[config.mk]
export PLATFORM = sky130hd
export DESIGN_NAME = mult_div_unit
export DESIGN_NICKNAME = d
export VERILOG_FILES = /design/src/rtl/mdu_pkg.sv /design/src/rtl/mdu_step.sv /design/src/rtl/mult_div_unit.sv
export SDC_FILE = /design/constraint.sdc
export NUM_CORES = 1
export LEC_CHECK = 0
export CAP_MARGIN = 0
export CORE_MARGIN = 2
export CORE_UTILIZATION = 30
export DETAILED_ROUTE_END_ITERATION = 12
export SYNTH_ARGS = -nofsm -noshare
export SYNTH_HDL_FRONTEND = slang
export SYNTH_HIERARCHICAL = 1
export SYNTH_SLANG_ARGS = --single-unit
[constraint.sdc]
create_clock -name clk -period 10.2 [get_ports clk]
set_clock_uncertainty 0.15 [all_clocks]
set_input_delay 2.04 -clock clk [delete_from_list [all_inputs] [get_ports clk]]
set_output_delay 2.04 -clock clk [all_outputs]
set_load 0.02 [all_outputs]
[src/rtl/mdu_pkg.sv]
// mdu_pkg: shared definitions for the multiply/divide unit.
//   OP_*      operation encodings driven on the op port
//   state_t   FSM states of mult_div_unit (IDLE -> CALC -> FIX -> IDLE)
//   is_signed true for MULT and DIV (operands are two's complement)
//   is_divide true for DIV and DIVU
package mdu_pkg;

  localparam logic [1:0] OP_MULT  = 2'b00;
  localparam logic [1:0] OP_MULTU = 2'b01;
  localparam logic [1:0] OP_DIV   = 2'b10;
  localparam logic [1:0] OP_DIVU  = 2'b11;

  typedef enum logic [1:0] {
    S_IDLE = 2'd0,
    S_CALC = 2'd1,
    S_FIX  = 2'd2
  } state_t;

  function automatic logic is_signed(input logic [1:0] op);
    return (op == OP_MULT) || (op == OP_DIV);
  endfunction

  function automatic logic is_divide(input logic [1:0] op);
    return (op == OP_DIV) || (op == OP_DIVU);
  endfunction

endpackage

[src/rtl/mdu_step.sv]
// mdu_step: one radix-2 iteration of the multiply/divide datapath (combinational).
// Ports:
//   acc       in   2*WIDTH  current accumulator {upper half, lower half}
//   operand   in   WIDTH    magnitude of the multiplier / divisor
//   is_div    in   1        1 = restoring divide step, 0 = shift-add multiply step
//   acc_next  out  2*WIDTH  accumulator after this iteration
// Multiply: lower half starts as the multiplicand and is consumed LSB first;
//   the partial product grows into the upper half from the top.
// Divide: lower half starts as the dividend and is replaced by quotient bits
//   from the bottom; the upper half holds the running remainder.
module mdu_step #(
  parameter int WIDTH = 32
) (
  input  logic [2*WIDTH-1:0] acc,
  input  logic [WIDTH-1:0]   operand,
  input  logic               is_div,
  output logic [2*WIDTH-1:0] acc_next
);

  logic [WIDTH:0] sum;
  logic [WIDTH:0] trial;

  // The trial subtraction uses the remainder shifted left by one with the next
  // dividend bit appended; a borrow in the top bit means "restore" (keep shift).
  always_comb begin
    sum      = {1'b0, acc[2*WIDTH-1:WIDTH]} + (acc[0] ? {1'b0, operand} : '0);
    trial    = acc[2*WIDTH-1:WIDTH-1] - {1'b0, operand};
    acc_next = acc;
    if (is_div) begin
      if (!trial[WIDTH]) begin
        acc_next = {trial[WIDTH-1:0], acc[WIDTH-2:0], 1'b1};
      end else begin
        acc_next = {acc[2*WIDTH-2:0], 1'b0};
      end
    end else begin
      acc_next = {sum, acc[WIDTH-1:1]};
    end
  end

endmodule

[src/rtl/mult_div_unit.sv]
// mult_div_unit: iterative multiply/divide unit with architectural HI/LO.
// Ports:
//   clk    in   1      system clock, rising edge
//   rst    in   1      asynchronous active-high reset
//   start  in   1      begin operation (sampled only when idle)
//   op     in   2      00 MULT, 01 MULTU, 10 DIV, 11 DIVU
//   a      in   WIDTH  multiplicand / dividend
//   b      in   WIDTH  multiplier / divisor
//   hi_we  in   1      MTHI write enable (only when not busy)
//   lo_we  in   1      MTLO write enable (only when not busy)
//   wd     in   WIDTH  MTHI/MTLO write data
//   busy   out  1      operation in flight
//   done   out  1      one-cycle pulse when hi/lo hold a new result
//   hi     out  WIDTH  HI register (remainder / product upper half)
//   lo     out  WIDTH  LO register (quotient / product lower half)
// The core works on magnitudes; signs are latched at start and applied in FIX.
module mult_div_unit
  import mdu_pkg::*;
#(
  parameter int WIDTH = 32
) (
  input  logic             clk,
  input  logic             rst,
  input  logic             start,
  input  logic [1:0]       op,
  input  logic [WIDTH-1:0] a,
  input  logic [WIDTH-1:0] b,
  input  logic             hi_we,
  input  logic             lo_we,
  input  logic [WIDTH-1:0] wd,
  output logic             busy,
  output logic             done,
  output logic [WIDTH-1:0] hi,
  output logic [WIDTH-1:0] lo
);

  localparam int CW = $clog2(WIDTH + 1);

  state_t             state, next_state;
  logic [CW-1:0]      counter;
  logic [2*WIDTH-1:0] acc, acc_next, prod;
  logic [WIDTH-1:0]   operand_b, a_raw, a_abs, b_abs;
  logic [WIDTH-1:0]   quo, rem, fix_hi, fix_lo, hi_q, lo_q;
  logic [1:0]         op_q;
  logic               sign_a, sign_b, b_zero, done_q;

  mdu_step #(.WIDTH(WIDTH)) u_step (
    .acc      (acc),
    .operand  (operand_b),
    .is_div   (is_divide(op_q)),
    .acc_next (acc_next)
  );

  // Magnitudes of the incoming operands; unsigned ops pass through untouched.
  always_comb begin
    a_abs = (is_signed(op) && a[WIDTH-1]) ? -a : a;
    b_abs = (is_signed(op) && b[WIDTH-1]) ? -b : b;
  end

  // State register.
  always_ff @(posedge clk or posedge rst) begin
    if (rst) begin
      state <= S_IDLE;
    end else begin
      state <= next_state;
    end
  end

  // Next state: CALC runs until the counter hits zero, FIX always takes one cycle.
  always_comb begin
    next_state = state;
    case (state)
      S_IDLE:  if (start) next_state = S_CALC;
      S_CALC:  if (counter == CW'(1)) next_state = S_FIX;
      S_FIX:   next_state = S_IDLE;
      default: next_state = S_IDLE;
    endcase
  end

  // Operand capture at start and one datapath iteration per CALC cycle.
  always_ff @(posedge clk or posedge rst) begin
    if (rst) begin
      counter   <= '0;
      acc       <= '0;
      operand_b <= '0;
      a_raw     <= '0;
      op_q      <= '0;
      sign_a    <= 1'b0;
      sign_b    <= 1'b0;
      b_zero    <= 1'b0;
    end else if (state == S_IDLE && start) begin
      counter   <= CW'(WIDTH);
      acc       <= {{WIDTH{1'b0}}, a_abs};
      operand_b <= b_abs;
      a_raw     <= a;
      op_q      <= op;
      sign_a    <= is_signed(op) & a[WIDTH-1];
      sign_b    <= is_signed(op) & b[WIDTH-1];
      b_zero    <= (b == '0);
    end else if (state == S_CALC) begin
      acc     <= acc_next;
      counter <= counter - CW'(1);
    end
  end

  // Sign correction. Remainder follows the dividend's sign; divide by zero
  // returns the raw dividend in HI and all-ones in LO with no sign fix.
  always_comb begin
    prod   = (sign_a ^ sign_b) ? -acc : acc;
    quo    = (sign_a ^ sign_b) ? -acc[WIDTH-1:0] : acc[WIDTH-1:0];
    rem    = sign_a ? -acc[2*WIDTH-1:WIDTH] : acc[2*WIDTH-1:WIDTH];
    fix_hi = prod[2*WIDTH-1:WIDTH];
    fix_lo = prod[WIDTH-1:0];
    if (is_divide(op_q)) begin
      if (b_zero) begin
        fix_hi = a_raw;
        fix_lo = '1;
      end else begin
        fix_hi = rem;
        fix_lo = quo;
      end
    end
  end

  // HI/LO: results land on the FIX edge; MTHI/MTLO are honoured only while idle,
  // so a write in the start cycle lands and is later overwritten by the result.
  always_ff @(posedge clk or posedge rst) begin
    if (rst) begin
      hi_q   <= '0;
      lo_q   <= '0;
      done_q <= 1'b0;
    end else begin
      done_q <= (state == S_FIX);
      if (state == S_FIX) begin
        hi_q <= fix_hi;
        lo_q <= fix_lo;
      end else if (state == S_IDLE) begin
        if (hi_we) hi_q <= wd;
        if (lo_we) lo_q <= wd;
      end
    end
  end

  assign busy = (state != S_IDLE);
  assign done = done_q;
  assign hi   = hi_q;
  assign lo   = lo_q;

endmodule

==> run metrics, run 1 <==
pins over their slew limit 0; most common cell in the netlist nand2_1; Die Y approximately 250 um; global-route total usage across every layer between 20% and 30%; Synth Cell Area around 18,000 um2; CP required around 10 ns; minimum clock period after layout around 4.7 ns; maximum vdd drop 0.110 mV; clock slew at reported path FFs 0.06 ns; critical path startpoint category flip-flop; core footprint 58,000 um2; synthesized flop and latch total 205; YS warnings 6; status complete, no violations; arrival time worst endpoint 4.97 ns; Chip Width around 250 um; hold slack 0.334 ns; post-route clock period utilization between 40% and 50%; # H-tree levels 1; Syn Area/Cell a little under 8 um2; Least-Margin Pin Slew between 1 and 1.5 ns; total CTS buffers 27; first-pass detailed-route iteration total 6; share of cells above drive strength 1 ~7.4%; power per cell area 95.0 nW/um2; routed wire length 69.3 mm; CTS tree yes; Post-CTS Resized 0; setup_tns 0 ns; Leak Pwr a little under 9 nW; syn_nets approximately 2.4k; input/output buffers 168; largest cells by area after synthesis dfrtp_1 (29%), nand2_1 (8.4%), o21ai_0 (5.2%); IO Pins 169; EDFF count, synth 0; slowest cell on the critical path dfrtp_1; initial antenna violation count 5; delay-heaviest family, CP compound AO/OA/AOI/OAI gates; First DRT Iteration DRCs 1,999; cts hold-fix bufs 0; Detail Route Antenna Nets 0; sequential-to-total area share from yosys stat between 20% and 30%; post-synth top area cell dfrtp_1; dpl hpwl roughly 52 mm; vias in the first global route about 17k; Root Driver clkbuf_16; Hold Violations, Final 0; HP Class reg -> reg; CP max FO 37; Worst path max stage delay 0.81 ns; DIE AREA 60,900 um2; CTS sink count approximately 210; DR vias/cell 5.74; async set or reset register ratio after synthesis 100%; largest net degree at the start of global routing ~130; Relative slew margins ~22%; clock latency at the later pin of the worst-skew pair 0.58 ns; DR WL/cell 22.2 um; first-pass GRT wire length 106 mm; worst setup path category reg -> reg; Finish-stage setup viols 0; CP endpoint kind flip-flop; Main synth FF type dfrtp_1; cell count after synthesis between 2k and 2.5k; synth cell count leaders nand2_1 (394), dfrtp_1 (205), o21ai_0 (183); Area Growth Syn to Fin 17.0%; NumNets Final ~2.5k; RSZ-0062 raised after global routing false; grt ovf 0; post-synth top area share between 20% and 30%; Initial Util between 30% and 40%; DR vias 18.0k; WP buf/inv 0; Max Root-Sink Buffers 3; Peak Freq 212 MHz; drc violations 0; Netlist cell types ~110; CP Cell Sequence and2_1 -> ha_1 -> fa_1 -> a211oi_2 -> o21a_1 -> o21bai_1 -> a2111oi_2 -> nor3_1 -> o41ai_2 -> nor2_1 -> a2111oi_0 -> a21oi_1 -> nand2_1 -> o21ai_0; Max-cap violations 0; gpl congestion roughly 1; # rows between 80 and 90; setup bufs post-CTS 0
==> through the flow <==
stage / power, mW / std cells / instance area (um2) / worst slack (ns) / utilization [%]
2_1_floorplan: 0.887 / 2273 / 17700 / 2.41 / -
3_5_place_dp: 0.977 / 3078 / 19800 / 5.00 / 34.1
6_report: 1.97 / 3129 / 20700 / 5.48 / 35.7
3_3_place_gp: 0.976 / 3078 / 19800 / 5.01 / 34.1
5_1_grt: 2.02 / 3128 / 20700 / 5.12 / 35.7
4_1_cts: 1.98 / 3128 / 20700 / 5.53 / 35.7
==> path summary, 6_finish.rpt <==
kind / from / endpoint / slack (ns) / depth (start not counted)
min: lo[29] / lo[29] / 0.33 / 2
max in group asynchronous: rst / hi[9] / 6.26 / 3
min reg2reg: lo[29] / lo[29] / 0.33 / 2
max reg2reg: acc[0] / acc[63] / 5.48 / 14
min in group asynchronous: rst / acc[40] / 1.90 / 2
max: acc[0] / acc[63] / 5.48 / 14
==> power breakdown <==
part | switching, mW | total [mW] | leakage, nW | internal (mW)
Sequential | 0.00181 | 0.818 | 2.68 | 0.816
Clock | 0.410 | 1.00 | 0.439 | 0.594
Combinational | 0.0814 | 0.144 | 5.65 | 0.0629
Total | 0.493 | 1.97 | 8.77 | 1.47
==> area by class of cell <==
type | instances | area [um2]
Tap cell | 765 | 957
Clock buffer | 35 | 746
Sequential cell | 205 | 5130
Timing Repair Buffer | 192 | 1860
Fill cell | 6078 | 37300
Antenna cell | 1 | 2.50
Multi-Input combinational cell | 1845 | 11500
Clock inverter | 15 | 180
Inverter | 71 | 274
==> cell families (layout without fill, tap and decap cells) <==
kind of cell | Yosys count | after routing | share of synthesized area (%)
adder cells (fa/ha/maj) | 72 | 72 | 5.18
AO/OA/AOI/OAI | 676 | 676 | 24.6
buffers and inverters | 223 | 313 | 6.03
multiplexers | 52 | 52 | 3.21
AND/OR/NAND/NOR | 877 | 877 | 23.6
XOR/XNOR | 168 | 168 | 8.32
flip-flops | 205 | 205 | 29.0
other | 0 | 1 | 0
==> tightest hold or removal path: stages (launching register included) <==
cell     delay, ns
dfrtp_1       0.34
nand2_1       0.04
o21ai_0       0.06
==> routing by layer <==
metal	routed length, um	up-vias	track usage [%]
met5	66	-	0
met4	1670	10	5.19
met3	5630	114	3.89
met2	30900	772	35.3
met1	31000	8759	31.1
li1	-	8310	-
==> state kept, by name, indices dropped and copies added (netlist names) <==
register,flops
sign_b,1
op_q,1
operand_b,32
lo,32
done,1
b_zero,1
counter,6
a_raw,32
sign_a,1
acc,64
hi,32
state,2
==> cell usage in the layout (no fill, tap or decap), types with 68 or more instances in the layout <==
| cell | n |
|---|---|
| nand2_1 | 393 |
| dfrtp_1 | 204 |
| o21ai_0 | 183 |
| clkdlybuf4s50_1 | 168 |
| nor2_1 | 163 |
| a21oi_1 | 151 |
| xnor2_1 | 88 |
| xor2_1 | 78 |
| ha_1 | 70 |
| inv_1 | 68 |
Power figures use the tool's default switching activity.
==> run 2, diff against run 1 <==
Clock period 10.2 ns to 4.6 ns, I/O delays scaled along.
==> run 2 against run 1 <==
- non-clock buffer count increased by 31
- register-to-register slack got worse by 5.1 ns
- routed wire length increased by 0.98%
- largest cell class unchanged
- largest power group unchanged
==> run metrics, run 2 (same netlist as run 1, synthesis figures left out) <==
Die Y 247 um (unchanged); hold_sp lo[29]; grt ovf 0 (unchanged); commonest non-fill, non-tap cell in the layout nand2_1; Initial Util 30.5% (unchanged); Post-CTS Resized 0 (unchanged); critical path startpoint category flip-flop; DR vias 18.0k (+0.29%); core footprint 58,000 um2 (unchanged); Global Route met2 Usage 35.3% (-0.066 points); first-pass GRT wire length 107 mm (+1.2%); vias in the first global route 17.5k (+1.9%); # rows 88 (unchanged); CTS tree yes; post-route clock period utilization 90.8% (+44 points); arrival time worst endpoint 4.44 ns (-0.53 ns); First DRT Iteration DRCs 1,818 (-9.1%); Finish-stage setup viols 0 (unchanged); maximum vdd drop 0.187 mV (+70%); cts hold-fix bufs 0 (unchanged); DIE AREA 60,900 um2 (unchanged); setup_tns 0 ns (unchanged); Relative slew margins 22.4% (+0.40 points); hold slack 0.330 ns (-0.00409 ns); power per cell area 208 nW/um2 (+120%); Chip Width 247 um (unchanged); hold depth 2 (unchanged); CP max FO 31 (-16%); DR vias/cell 5.71 (-0.63%); FF-to-FF End acc[63]; # H-tree levels 1 (unchanged); RSZ-0062 raised after global routing false; dpl hpwl 53.8 mm (+3.6%); Worst R2R Setup Slack 0.42 ns (-5.05 ns); CP required 4.87 ns (-5.57 ns); worst setup path category reg -> reg; NumNets Final 2,548 (+1.2%); IO Pins 169 (unchanged); clock slew at reported path FFs 0.06 ns (about the same); DR WL/cell 22.2 um (about the same); Root Driver clkbuf_16; Hold Violations, Final 0 (unchanged); HP Class reg -> reg; Max Root-Sink Buffers 3 (unchanged); gr busiest metal met2; GR Layer Usage met3 3.51% (-0.38 points); Max-cap violations 0 (unchanged); first-pass detailed-route iteration total 6 (unchanged); CP endpoint kind flip-flop; largest net degree at the start of global routing 82 (-36%); gpl congestion 0.946 (-3.2%); global-route total usage across every layer 22.5% (+0.34 points); CTS sink count 205 (unchanged); met1 Usage GRT 31.7% (+0.61 points); share of cells above drive strength 1 8.69% (+1.2 points); total CTS buffers 27 (unchanged); routed wire length 70.0 mm (+0.98%); pins over their slew limit 0 (unchanged); Leak Pwr 8.97 nW (+2.3%); minimum clock period after layout 4.18 ns (-0.549 ns); initial antenna violation count 2 (-3); clock latency at the later pin of the worst-skew pair 0.57 ns (about the same); input/output buffers 168 (unchanged); Hold Path Sink lo[29]; R2R depth 14 (unchanged); # fillers 6,045 (-0.54%); Most flops, register acc; Peak Freq 240 MHz (+13%); Critical Path Start acc[0]; Least-Margin Pin Slew 1.16 ns (-0.00563 ns); setup bufs post-CTS 0 (unchanged); # diodes 0 (-1); RR Startpoint acc[0]; max FFs per register 64 (unchanged); drc violations 0 (unchanged); most frequent cells in the layout nand2_1 (393), dfrtp_1 (204), o21ai_0 (183); Detail Route Antenna Nets 0 (unchanged); status complete, no violations; Area Growth Syn to Fin 18.9%
[run 2: metal layers]
metal	up-vias	share of wire [%]
li1	8366	-
met1	8746	45
met2	774	45
met3	127	7.3
met4	4	3.1
met5	-	0.036
[run 2: how the worst max path moves through the flow]
stage / cells past startpoint / to
finish: 14 / acc[63]
global route: 14 / acc[63]
CTS: 14 / acc[63]
detailed placement: 9 / operand_b[26]
global placement: 9 / operand_b[26]
floorplan: 1 / a_raw[0]
[run 2: final cells by class]
| cell class | count | area (um2) | area share (%) |
|---|---|---|---|
| clock buffer | 34 | 752 | 3.58 |
| clock inverter | 15 | 173 | 0.821 |
| inverter | 71 | 270 | 1.29 |
| multi-input combinational | 1845 | 11500 | 54.9 |
| sequential | 205 | 5130 | 24.4 |
| tap | 765 | 957 | 4.55 |
| timing repair buffer | 223 | 2190 | 10.4 |
[run 2: power by group]
part / internal (mW) / switching [mW]
logic: 0.146 / 0.181
registers: 1.81 / 0.00392
clock network: 1.33 / 0.908
[run 2: stage by stage]
| step | power (mW) | util [%] | instance area, um2 | cells | setup WS, ns |
|---|---|---|---|---|---|
| after floorplan | 1.97 | - | 17700 | 2273 | 0.872 |
| after global placement | 2.17 | 34.6 | 20100 | 3109 | 0.569 |
| after detailed placement | 2.17 | 34.6 | 20100 | 3109 | 0.548 |
| after CTS | 4.41 | 36.2 | 21000 | 3158 | 0.489 |
| after global routing | 4.51 | 36.2 | 21000 | 3158 | 0.157 |
| final | 4.37 | 36.2 | 21000 | 3158 | 0.425 |
[run 2: critical path, stage by stage, from the launching register on]
cell and delay [ns]:
dfrtp_1 0.47, buf_4 0.26, and2_1 0.20, fa_1 0.46, a211oi_2 0.28, o21a_1 0.18
o21bai_1 0.13, a2111oi_2 0.60, nor3_1 0.19, o41ai_2 0.34, nor2_1 0.09, a2111oi_0 0.42
a21oi_1 0.08, nand2_1 0.09, o21ai_0 0.07
==> run 3, diff against run 2 <==
Settings changed: TNS_END_PERCENT set to 100.
==> results of run 3 <==
The final DEF is identical to that of run 2; final timing and power are the same.
